[src/rtl/minimips_pc_pkg.sv]
// Shared defaults and types for the fetch-stage PC generator.
//   XLEN_DEFAULT          default PC / address width
//   RESET_VECTOR_DEFAULT  PC after reset
//   TRAP_VECTOR_DEFAULT   PC after a trap request
//   INC_DEFAULT           bytes per instruction
//   pc_src_e              next-PC source chosen by the priority mux
package minimips_pc_pkg;

    localparam int          XLEN_DEFAULT         = 32;
    localparam logic [31:0] RESET_VECTOR_DEFAULT = 32'h0000_0000;
    localparam logic [31:0] TRAP_VECTOR_DEFAULT  = 32'h0000_0080;
    localparam int          INC_DEFAULT          = 4;

    typedef enum logic [2:0] {
        SRC_TRAP,
        SRC_REDIR,
        SRC_HOLD,
        SRC_RAS,
        SRC_SEQ
    } pc_src_e;

endpackage

[src/rtl/pc_ras.sv]
// Circular return-address stack.
//   clk    clock, rising edge
//   rst    asynchronous reset, active-high (pointer and count only)
//   push   write wdata above the current top
//   pop    drop the top entry (ignored when empty)
//   flush  empty the stack
//   wdata  return address to store
//   top    current top entry (undefined when count is 0)
//   count  number of valid entries, saturates at DEPTH
// push together with an effective pop replaces the top in place.
module pc_ras
    import minimips_pc_pkg::*;
#(
    parameter int XLEN  = XLEN_DEFAULT,
    parameter int DEPTH = 4
) (
    input  logic                       clk,
    input  logic                       rst,
    input  logic                       push,
    input  logic                       pop,
    input  logic                       flush,
    input  logic [XLEN-1:0]            wdata,
    output logic [XLEN-1:0]            top,
    output logic [$clog2(DEPTH+1)-1:0] count
);

    localparam int PW = $clog2(DEPTH);
    localparam int CW = $clog2(DEPTH + 1);
    localparam logic [CW-1:0] FULL = CW'(DEPTH);

    logic [XLEN-1:0] mem [DEPTH];
    logic [PW-1:0]   ptr;
    logic [PW-1:0]   ptr_top;
    logic            pop_ok;

    // ptr is the next free slot; DEPTH is a power of two so wrap is free.
    assign ptr_top = ptr - PW'(1);
    assign top     = mem[ptr_top];
    assign pop_ok  = pop && (count != '0);

    always_ff @(posedge clk or posedge rst) begin
        if (rst) begin
            ptr   <= '0;
            count <= '0;
        end else if (flush) begin
            ptr   <= '0;
            count <= '0;
        end else if (push && pop_ok) begin
            ptr   <= ptr;
            count <= count;
        end else if (push) begin
            ptr <= ptr + PW'(1);
            if (count != FULL)
                count <= count + CW'(1);
        end else if (pop_ok) begin
            ptr   <= ptr_top;
            count <= count - CW'(1);
        end
    end

    // Entry contents are not reset; count qualifies them.
    always_ff @(posedge clk) begin
        if (!flush) begin
            if (push && pop_ok)
                mem[ptr_top] <= wdata;
            else if (push)
                mem[ptr] <= wdata;
        end
    end

endmodule

[src/rtl/pc_gen_unit.sv]
// Fetch-stage PC generator with return-address prediction.
//   CLK         clock, rising edge
//   RST         asynchronous reset, active-high
//   StallF      hold PCF (hazard unit)
//   RedirectE   execute-stage redirect, target in RedirectPC
//   RedirectPC  redirect target (low log2(INC) bits ignored)
//   TrapReq     exception / interrupt redirect to TRAP_VECTOR
//   CallF       predecode: instruction at PCF is a call
//   RetF        predecode: instruction at PCF is a return
//   PCF         current fetch PC
//   PCPlusF     PCF + INC, combinational, wraps silently
//   PredRetF    PCF came from a RAS pop
//   RasCount    valid RAS entries
// Priority: trap > redirect > stall > RAS return > sequential.
module pc_gen_unit
    import minimips_pc_pkg::*;
#(
    parameter int              XLEN         = XLEN_DEFAULT,
    parameter logic [XLEN-1:0] RESET_VECTOR = XLEN'(RESET_VECTOR_DEFAULT),
    parameter logic [XLEN-1:0] TRAP_VECTOR  = XLEN'(TRAP_VECTOR_DEFAULT),
    parameter int              INC          = INC_DEFAULT,
    parameter int              RAS_DEPTH    = 4
) (
    input  logic                           CLK,
    input  logic                           RST,
    input  logic                           StallF,
    input  logic                           RedirectE,
    input  logic [XLEN-1:0]                RedirectPC,
    input  logic                           TrapReq,
    input  logic                           CallF,
    input  logic                           RetF,
    output logic [XLEN-1:0]                PCF,
    output logic [XLEN-1:0]                PCPlusF,
    output logic                           PredRetF,
    output logic [$clog2(RAS_DEPTH+1)-1:0] RasCount
);

    // Clears the sub-instruction offset of a redirect target.
    localparam logic [XLEN-1:0] ALIGN_MASK = ~(XLEN'(INC - 1));

    pc_src_e         src;
    logic [XLEN-1:0] ras_top;
    logic            ras_push;
    logic            ras_pop;
    logic            ras_flush;

    assign PCPlusF = PCF + XLEN'(INC);

    always_comb begin
        src = SRC_SEQ;
        if (TrapReq)
            src = SRC_TRAP;
        else if (RedirectE)
            src = SRC_REDIR;
        else if (StallF)
            src = SRC_HOLD;
        else if (RetF && (RasCount != '0))
            src = SRC_RAS;
    end

    // Predecode hints only count when the fetch actually advances.
    assign ras_push  = CallF && ((src == SRC_RAS) || (src == SRC_SEQ));
    assign ras_pop   = (src == SRC_RAS);
    assign ras_flush = (src == SRC_TRAP);

    pc_ras #(
        .XLEN  (XLEN),
        .DEPTH (RAS_DEPTH)
    ) u_ras (
        .clk   (CLK),
        .rst   (RST),
        .push  (ras_push),
        .pop   (ras_pop),
        .flush (ras_flush),
        .wdata (PCPlusF),
        .top   (ras_top),
        .count (RasCount)
    );

    always_ff @(posedge CLK or posedge RST) begin
        if (RST) begin
            PCF      <= RESET_VECTOR;
            PredRetF <= 1'b0;
        end else begin
            case (src)
                SRC_TRAP: begin
                    PCF      <= TRAP_VECTOR;
                    PredRetF <= 1'b0;
                end
                SRC_REDIR: begin
                    PCF      <= RedirectPC & ALIGN_MASK;
                    PredRetF <= 1'b0;
                end
                SRC_HOLD: begin
                    PCF      <= PCF;
                    PredRetF <= PredRetF;
                end
                SRC_RAS: begin
                    PCF      <= ras_top;
                    PredRetF <= 1'b1;
                end
                default: begin
                    PCF      <= PCPlusF;
                    PredRetF <= 1'b0;
                end
            endcase
        end
    end

endmodule

[config.mk]
export PLATFORM = sky130hd
export DESIGN_NAME = pc_gen_unit
export DESIGN_NICKNAME = d
export VERILOG_FILES = /design/src/rtl/minimips_pc_pkg.sv /design/src/rtl/pc_ras.sv /design/src/rtl/pc_gen_unit.sv
export SDC_FILE = /design/constraint.sdc
export NUM_CORES = 1
export LEC_CHECK = 0
export CORE_MARGIN = 2
export CORE_UTILIZATION = 35
export CTS_BUF_LIST = sky130_fd_sc_hd__clkbuf_8 sky130_fd_sc_hd__clkbuf_16
export DETAILED_ROUTE_END_ITERATION = 8
export GPL_ROUTABILITY_DRIVEN = 0
export GPL_TIMING_DRIVEN = 0
export HOLD_SLACK_MARGIN = 0.15
export PLACE_DENSITY = 0.51
export SYNTH_ARGS = -nofsm -noshare
export SYNTH_HDL_FRONTEND = slang
export SYNTH_SLANG_ARGS = --single-unit
[constraint.sdc]
create_clock -name CLK -period 9.7 [get_ports CLK]
set_input_delay 1.94 -clock CLK [delete_from_list [all_inputs] [get_ports CLK]]
set_output_delay 1.94 -clock CLK [all_outputs]
set_load 0.005 [all_outputs]
# Word-level counts from Yosys, hierarchy flattened
# Memory sizes are Yosys's and may differ from the RTL's.
# Cells that the tools add are included.
[word_totals]
memories = 1
reg_bits = 38
mem_bits_rw = 128
[classes]
muxes = 25
n_addsub = 5
n_reduce_logical = 11
eq_ne = 7
[mem_list]
columns = ["name", "depth", "width", "read_ports", "rd_clocked_by_memory_dff", "wr", "line_no", "text"]
rows = [
  ["u_ras.mem", 4, 32, 1, 0, 1, "pc_ras.sv:31", "logic [XLEN-1:0] mem [DEPTH];"],
]
[op_table]
columns = ["op", "n"]
rows = [
  ["32-bit one-hot mux with 4 select lines", 1],
  ["32-bit by 3-bit adder with 32-bit output, second input constant", 1],
  ["32-bit 2-to-1 mux", 1],
  ["32-bit OR reduction", 1],
  ["3-bit 2-to-1 mux", 9],
  ["2-bit 2-to-1 mux", 5],
  ["1-bit 2-to-1 mux", 8],
  ["3-bit by 2-bit equality test with 1-bit output, second input constant", 2],
  ["3-bit != test, second input constant", 2],
  ["3-bit nonzero test", 2],
  ["1-bit logical AND", 4],
  ["3-bit by 1-bit adder with 3-bit output, second input constant", 1],
  ["3-bit by 1-bit equality test with 1-bit output, second input constant", 1],
  ["3-bit equality test, second input constant", 1],
  ["3-bit logical NOT", 1],
  ["3-bit AND reduction", 1],
  ["3-bit by 1-bit subtractor with 3-bit output, second input constant", 1],
  ["2-bit by 1-bit adder with 2-bit output, second input constant", 1],
  ["2-bit by 1-bit != test with 1-bit output, second input constant", 1],
  ["1-bit one-hot mux with 2 select lines", 1],
  ["2-bit AND reduction", 1],
  ["2-bit by 1-bit subtractor with 2-bit output, second input constant", 1],
  ["1-bit logical OR", 1],
]

# Longest topological paths before layout
# Gate-level depths: netlist (run 1).
[depth]
depth_word = 15
mapped_depth = 7
mapped_depth_nobuf = 6

# Modules after synthesis
# From an unflattened synthesis (run 1), not the netlist that was laid out.
[hier_totals]
hier_cells = 566
hier_area_um2 = 7835.0
[modules_own_cells]
columns = ["module", "cells_per_inst", "instances", "area_each_um2", "seq_area_each_um2"]
rows = [
  ["pc_ras", 215, 1, 5024.8, 3968.8],
  ["pc_gen_unit", 351, 1, 2810.2, 825.8],
]

# Worst setup path before layout (run 1)
# No wires, ideal clock.
[synth_timing]
path_kind = "input port to flip-flop"
from = "input StallF"
to = "memory u_ras.mem[3][0] (netlist name) (enable)"
setup_ns = 0.432
arrival_ns = 4.402
n_path_buf = 2
setup_slack_ns = 4.866
path_stages = 6
cell_sequence = "buf_2 > clkinv_1 > nand2_1 > clkbuf_1 > or3_1 > a21oi_1"
[synth_between]
elab_chain_cells = 12
elab_cells_between_ends = 20
cone_classes = "eq/ne: 2; mux: 12; reduce/logical: 6"
[synth_rtl]
columns = ["item", "line_no", "text"]
rows = [
  ["start: declaration", "pc_gen_unit.sv:26", "input logic StallF,"],
  ["3-bit 2-to-1 mux *", "pc_gen_unit.sv:55", "else if (StallF)"],
  ["3-bit 2-to-1 mux *", "pc_gen_unit.sv:53", "else if (RedirectE)"],
  ["3-bit 2-to-1 mux *", "pc_gen_unit.sv:51", "if (TrapReq)"],
  ["3-bit by 2-bit equality test with 1-bit output or 3-bit equality test (tied branches)", "pc_gen_unit.sv:62, pc_gen_unit.sv:63", ""],
  ["1-bit logical OR", "pc_gen_unit.sv:62", "assign ras_push = CallF && ((src == SRC_RAS) || (src == SRC_SEQ));"],
  ["1-bit logical AND", "pc_gen_unit.sv:62", ""],
  ["1-bit 2-to-1 mux or 1-bit logical AND (tied branches)", "pc_ras.sv:66, pc_ras.sv:64", ""],
  ["1-bit 2-to-1 mux", "pc_ras.sv:64", "if (push && pop_ok)"],
  ["1-bit 2-to-1 mux", "pc_ras.sv:63", "if (!flush) begin"],
  ["1-bit 2-to-1 mux (implied by the code)", "pc_ras.sv:67", "mem[ptr] <= wdata;"],
  ["32-bit OR reduction (no source line)", "n/a", ""],
  ["2-bit 2-to-1 mux (no source line) or 1-bit 2-to-1 mux (tied branches)", "n/a", ""],
  ["end: declaration", "pc_ras.sv:31", ""],
]
# Every way passes the cells marked *; elsewhere a longest branch is shown, timed or not.

# Worst setup path in the final report (run 1)
[layout_timing]
from = "register PCF[4]"
to = "output PCPlusF[27]"
[layout_between]
elab_chain_cells = 1
[layout_rtl]
columns = ["item", "line_no", "text"]
rows = [
  ["start: declaration", "pc_gen_unit.sv:32", "output logic [XLEN-1:0] PCF,"],
  ["start signal: assignment", "pc_gen_unit.sv:91", "PCF <= RedirectPC & ALIGN_MASK;"],
  ["start signal: assignment", "pc_gen_unit.sv:99", "PCF <= ras_top;"],
  ["start signal: assignment", "pc_gen_unit.sv:103", "PCF <= PCPlusF;"],
  ["32-bit by 3-bit adder with 32-bit output", "pc_gen_unit.sv:47", "assign PCPlusF = PCF + XLEN'(INC);"],
  ["end: declaration", "pc_gen_unit.sv:33", "output logic [XLEN-1:0] PCPlusF,"],
]
# Every way passes these cells.

==> impl_metrics.tcl, run 1 <==
set metrics [dict create \
    pwr-share-comb 0.179 \
    power_switching_share 0.2768 \
    cts_made_buffers 17 \
    synth_top_area_frac 0.4944 \
    drtIter0Drc 410 \
    vias_per_cell 5.529 \
    final.setup_skew_ns 0.006878 \
    period_needed_ns 5.218 \
    ant_nets 0 \
    postPlaceCellArea_um2 9324 \
    hold_viol 0 \
    synthFlopType "edfxtp_1" \
    drive_gt1_frac 0.1536 \
    max_freq_mhz 191.7 \
    setup_tns_ns 0 \
    cts_tree "yes" \
    met3_usage 0.03686 \
    async_flop_share 0.2289 \
    grt_first_pass_wirelength_um 34540 \
    seq_area_frac_synth 0.6168 \
    yosys.area.top_type "edfxtp_1" \
    fin_area_um2 9854 \
    start_util 0.3562 \
    post_drt_wl_per_cell_um 23.42 \
    core_area_um2 21820 \
    clk_pin_slew_ns 0.06 \
    grt-busiest-layer "met2" \
    grt_pass1_vias 5555 \
    outcome "completed" \
    clkSinkCount 166 \
    final_common_cell "edfxtp_1" \
    grt_max_degree 21 \
    gr-usage-met1 0.2846 \
    drc 0 \
    post_cts_buffers 0 \
    die_area_um2 23420 \
    switchingPower_uw 490.9 \
    finalSetupViolCount 0 \
    synth_edf_count 128 \
    area_delta_synth_final_pct 26.77 \
    end_kind "primary output" \
    cts-root-buf "clkbuf_16" \
    ys_seq_elements 166 \
    track_usage 0.1989 \
    clkLatencyLatePin_ns 0.43 \
    critPathArrivalTime_ns 3.28 \
    p_leak_nw 3.326 \
    synth_area_um2 7774 \
    post_cts_resized 0 \
    power_frac_clock 0.348 \
    p_int_mw 1.282 \
    rows 54 \
    cts_hold_buf 0 \
    slew_headroom 0.3102 \
    maxCapViolCount 0 \
    maxSlewViolCount 0 \
    tightest_slew_ns 1.029 \
    ys_warn_count 0 \
    antennaDiodeCount 0 \
    power-per-cell-area_nw_per_um2 179.9 \
    htreeDepth 4 \
    crit_fanout 8 \
    finalCritPeriodShare 0.5379 \
    io-pin-count 107 \
    rsz0062_at_grt "no" \
    place_hpwl_um 16090 \
    clk_path_buf_depth 2 \
    cp_data_required_time_ns 7.76 \
    mostFrequentLayoutCells "128 x edfxtp_1, 103 x clkdlybuf4s50_1, 40 x nand2_1" \
    die_w_um 153.0 \
    die_y_um 153.0 \
    overflow 0 \
    postSynthAreaPerCell_um2 14.13 \
    pwr-share-seq 0.474 \
    critPathKind "reg2out" \
    grtUsageMet2 0.3131 \
    drt_first_pass_iters 5 \
    synth_fp_nets 591 \
    finalWirelength_um 22710 \
    antenna_found_initial 0 \
    peakVddDrop_uv 122.9 \
    cp-start-kind "flop" \
    nets 718 \
    synth.distinct_cells 69 \
    vias 5363 \
    syn_inst 550 \
    synth_area_leaders "edfxtp_1 49%, dfrtp_1 12%, mux4_2 9.3%, xnor2_1 2.7%, nand2_1 1.9%" \
    min_path_type "reg2reg" \
    n_fill_cell 1962 \
    port_buffers 103 \
]
[per-layer routing]
| metal | share of wire | up-vias |
|---|---|---|
| met2 | 0.47 | 201 |
| met5 | 0 | - |
| met1 | 0.45 | 2733 |
| met3 | 0.062 | 19 |
| met4 | 0.011 | 0 |
| li1 | - | 2410 |
[sequential cells by signal (all words and copies together), names as in the netlist]
signal and cells:
u_ras.count 3, PredRetF 1, PCF 32, u_ras.ptr 2
u_ras.mem 128
[critical path, cell delays in order, from the launching register on]
cell and delay, ns:
dfrtp_1 0.37, buf_4 0.18, nand3_2 0.22, nor2_1 0.58, nand4_1 0.33, xnor2_1 0.56
clkdlybuf4s50_1 0.61
[through the flow]
stage,worst slack [ns],hold slack [ns],std cells,util,total power [mW]
after global placement,2.159,0.5268,933,0.4195,1.163
after CTS,4.432,0.5471,970,0.4516,1.786
after floorplan,4.866,0.5297,550,-,1.016
final,4.482,0.5442,970,0.4516,1.773
after global routing,4.283,0.5762,970,0.4516,1.841
after detailed placement,4.391,0.5368,938,0.4272,1.173
[power by group through the flow]
stage | sequential [mW] | clock (mW) | combinational [mW]
global placement | 0.854 | 0 | 0.309
CTS | 0.840 | 0.625 | 0.320
detailed placement | 0.854 | 0 | 0.319
floorplan | 0.845 | 0 | 0.171
finish | 0.840 | 0.617 | 0.317
global route | 0.844 | 0.655 | 0.341
[layout make-up]
class                      instances  area (um2)  share of cell area
inverter                          13       48.80            0.004952
buffer                            38       183.9             0.01866
clock inverter                    15       105.1             0.01067
timing repair buffer             108        1169              0.1186
tap                              280       350.3             0.03555
clock buffer                      17       425.4             0.04317
sequential                       166        4795              0.4865
multi-input combinational        333        2778              0.2819
[cells by family (layout without fill, tap and decap cells)]
family | after synthesis | after routing | share of synthesized area
AOI/OAI and AO/OA | 119 | 119 | 0.1046
buffers and inverters | 51 | 191 | 0.02994
and+or+nand+nor | 144 | 144 | 0.1104
muxes | 36 | 36 | 0.09802
DFF | 166 | 166 | 0.6168
adders and majority gates | 2 | 2 | 0.004185
xor gates and xnor gates | 32 | 32 | 0.03605
[path summary, 6_finish.rpt]
| check | slack [ns] | start | depth (start not counted) | end |
|---|---|---|---|---|
| min reg2reg | 0.54 | PredRetF | 2 | PredRetF |
| max reg2reg | 6.64 | u_ras.count[0] | 6 | u_ras.mem[3][27] |
| min in group asynchronous | 1.90 | RST | 2 | PCF[30] |
| min | 0.54 | PredRetF | 2 | PredRetF |
| max in group asynchronous | 7.30 | RST | 3 | PCF[8] |
| max | 4.48 | PCF[4] | 6 | PCPlusF[27] |
[cells in the mapped netlist, types with 3 or more instances]
master	number
nand4_1	7
buf_4	4
and4_1	3
xnor2_1	24
and3_1	8
nand3_4	3
nor4_1	5
a22oi_1	14
o221ai_1	3
mux4_2	32
clkbuf_1	22
a211o_1	4
buf_2	8
nor3_1	10
o211ai_1	4
mux2i_1	3
inv_1	12
a22o_1	4
dfrtp_1	38
a221oi_1	3
nand2b_1	5
a31oi_1	5
o21a_1	3
nor2_1	24
nand3_1	15
nand2_1	40
o21ai_0	26
o22ai_1	5
or3_1	4
a21oi_1	25
xor2_1	8
edfxtp_1	128
Note: power is estimated with default switching activity, not from simulation.
==> run 2: changes to the inputs <==
PLACE_DENSITY = 0.53   (was 0.51)
clock period = 4.4 ns   (was 9.7 ns; I/O delays follow)
==> run 2 against run 1 <==
  * Flip-flop and latch count did not move
  * Clock skew grew 0.0036 ns
  * Cell area increased by 0.43%
  * Die area unchanged
  * Wire length grew 0.74%
  * Largest cell class unchanged
==> impl_metrics.tcl, run 2 (synthesis gave the netlist of run 1 again) <==
set metrics [dict create \
    drt_first_pass_iters 5 \
    rsz0062_at_grt "no" \
    clk_pin_slew_ns 0.06 \
    switchingPower_mw 1.087 \
    layoutNonFillerInstCount 970 \
    finalCritPeriodShare 0.9500 \
    vias_per_cell 5.611 \
    antennaDiodeCount 0 \
    finalPower_mw 4.046 \
    core_area_um2 21820 \
    place_hpwl_um 15640 \
    ant_nets 0 \
    largest_register "u_ras.mem" \
    multiInputGateArea_um2 2778 \
    start_util 0.3562 \
    max_freq_mhz 239.2 \
    grt_max_degree 31 \
    track_usage 0.1994 \
    drive_gt1_frac 0.1551 \
    post_cts_resized 0 \
    clkSinkCount 166 \
    maxCapViolCount 0 \
    clkLatencyLatePin_ns 0.43 \
    peakVddDrop_uv 252.6 \
    cp_data_required_time_ns 3.52 \
    mostFrequentLayoutCells "128 x edfxtp_1, 103 x clkdlybuf4s50_1, 40 x nand2_1" \
    final.setup_skew_ns 0.01049 \
    period_needed_ns 4.180 \
    slew_headroom 0.3066 \
    power_switching_share 0.2686 \
    end_kind "primary output" \
    top_regs "u_ras.mem: 128 flops, PCF: 32 flops, u_ras.count: 3 flops" \
    die_w_um 153.0 \
    regArea_um2 4795 \
    outcome "completed" \
    cp-start-kind "flop" \
    port_buffers 103 \
    cts-root-buf "clkbuf_16" \
    vias 5443 \
    finalSetupViolCount 0 \
    area_delta_synth_final_pct 27.31 \
    cts_hold_buf 0 \
    utilization 0.4535 \
    p_int_mw 2.960 \
    p_leak_nw 3.350 \
    htreeDepth 4 \
    post_drt_wl_per_cell_um 23.59 \
    nets 718 \
    drtIter0Drc 504 \
    clk_path_buf_depth 2 \
    die_y_um 153.0 \
    power_frac_clock 0.371 \
    antenna_found_initial 0 \
    post_cts_buffers 0 \
    critPathKind "reg2out" \
    reg2reg_from "u_ras.ptr[1]" \
    tightest_slew_ns 1.035 \
    cts_made_buffers 17 \
    pwr-share-seq 0.457 \
    cts_tree "yes" \
    hold_viol 0 \
    pwr-share-comb 0.172 \
    power-per-cell-area_nw_per_um2 408.8 \
    overflow 0 \
    critPathArrivalTime_ns 3.30 \
    finalWirelength_um 22880 \
    setup_tns_ns 0 \
    io-pin-count 107 \
    dp_cells 938 \
    largest_register_ffs 128 \
    grt_pass1_vias 5578 \
    drc 0 \
    crit_fanout 8 \
    hold_path_startpoint "PredRetF" \
    rows 54 \
    startpoint "PCF[4]" \
    grt_first_pass_wirelength_um 34780 \
    n_fill_cell 2013 \
    die_area_um2 23420 \
    maxSlewViolCount 0 \
    min_path_type "reg2reg" \
    final_common_cell "edfxtp_1" \
]
[run 2: cell count changes in the layout (fill, tap and decap cells not counted)]
cell / change
buf_12: +2
buf_16: -2
bufinv_16: +2
clkbuf_8: +1
clkinv_1: -1
clkinv_2: -1
clkinvlp_4: -1
[run 2: layout make-up]
class / instances / area share
clock inverter: 14 / 0.01504
multi-input combinational: 333 / 0.2807
clock buffer: 18 / 0.04437
timing repair buffer: 108 / 0.1166
inverter: 13 / 0.004930
buffer: 38 / 0.01858
sequential: 166 / 0.4845
tap: 280 / 0.03540
[run 2: path summary, 6_finish.rpt]
check,end,slack (ns),cells after the start
worst max-delay path,PCPlusF[27],0.22,6
worst min-delay path,PredRetF,0.54,2
worst max register to register,u_ras.mem[3][12],1.26,5
worst min register to register,PredRetF,0.54,2
max in group asynchronous,PCF[10],3.18,3
min in group asynchronous,u_ras.count[1],0.74,2
[run 2: power by group through the flow]
stage,Sequential [mW],Combinational (mW),Clock [mW]
2_1_floorplan,1.86,0.378,0
3_3_place_gp,1.88,0.679,0
3_5_place_dp,1.88,0.697,0
4_1_cts,1.85,0.701,1.53
5_1_grt,1.86,0.755,1.59
6_report,1.85,0.696,1.50
[run 2: layer usage]
| metal | wire, um | global-route usage | vias up |
|---|---|---|---|
| li1 | - | - | 2413 |
| met1 | 10510 | 0.2839 | 2786 |
| met4 | 366 | 0.05996 | 0 |
| met2 | 10590 | 0.3072 | 216 |
| met3 | 1411 | 0.04423 | 28 |
| met5 | 0 | 0 | - |
[run 2: metrics by stage]
stage / area [um2] / hold slack [ns] / setup WS (ns)
2_1_floorplan: 7774 / 0.5297 / 0.6258
3_3_place_gp: 9155 / 0.5245 / -1.934
3_5_place_dp: 9309 / 0.5339 / 0.2182
4_1_cts: 9897 / 0.5437 / 0.2347
5_1_grt: 9897 / 0.5658 / 0.002884
6_report: 9897 / 0.5412 / 0.2200
[run 2: critical path, cell delays in order, from the launching register on]
cell and delay (ns):
dfrtp_1 0.38, buf_4 0.19, nand3_2 0.22, nor2_1 0.63
nand4_1 0.34, xnor2_1 0.52, clkdlybuf4s50_1 0.60
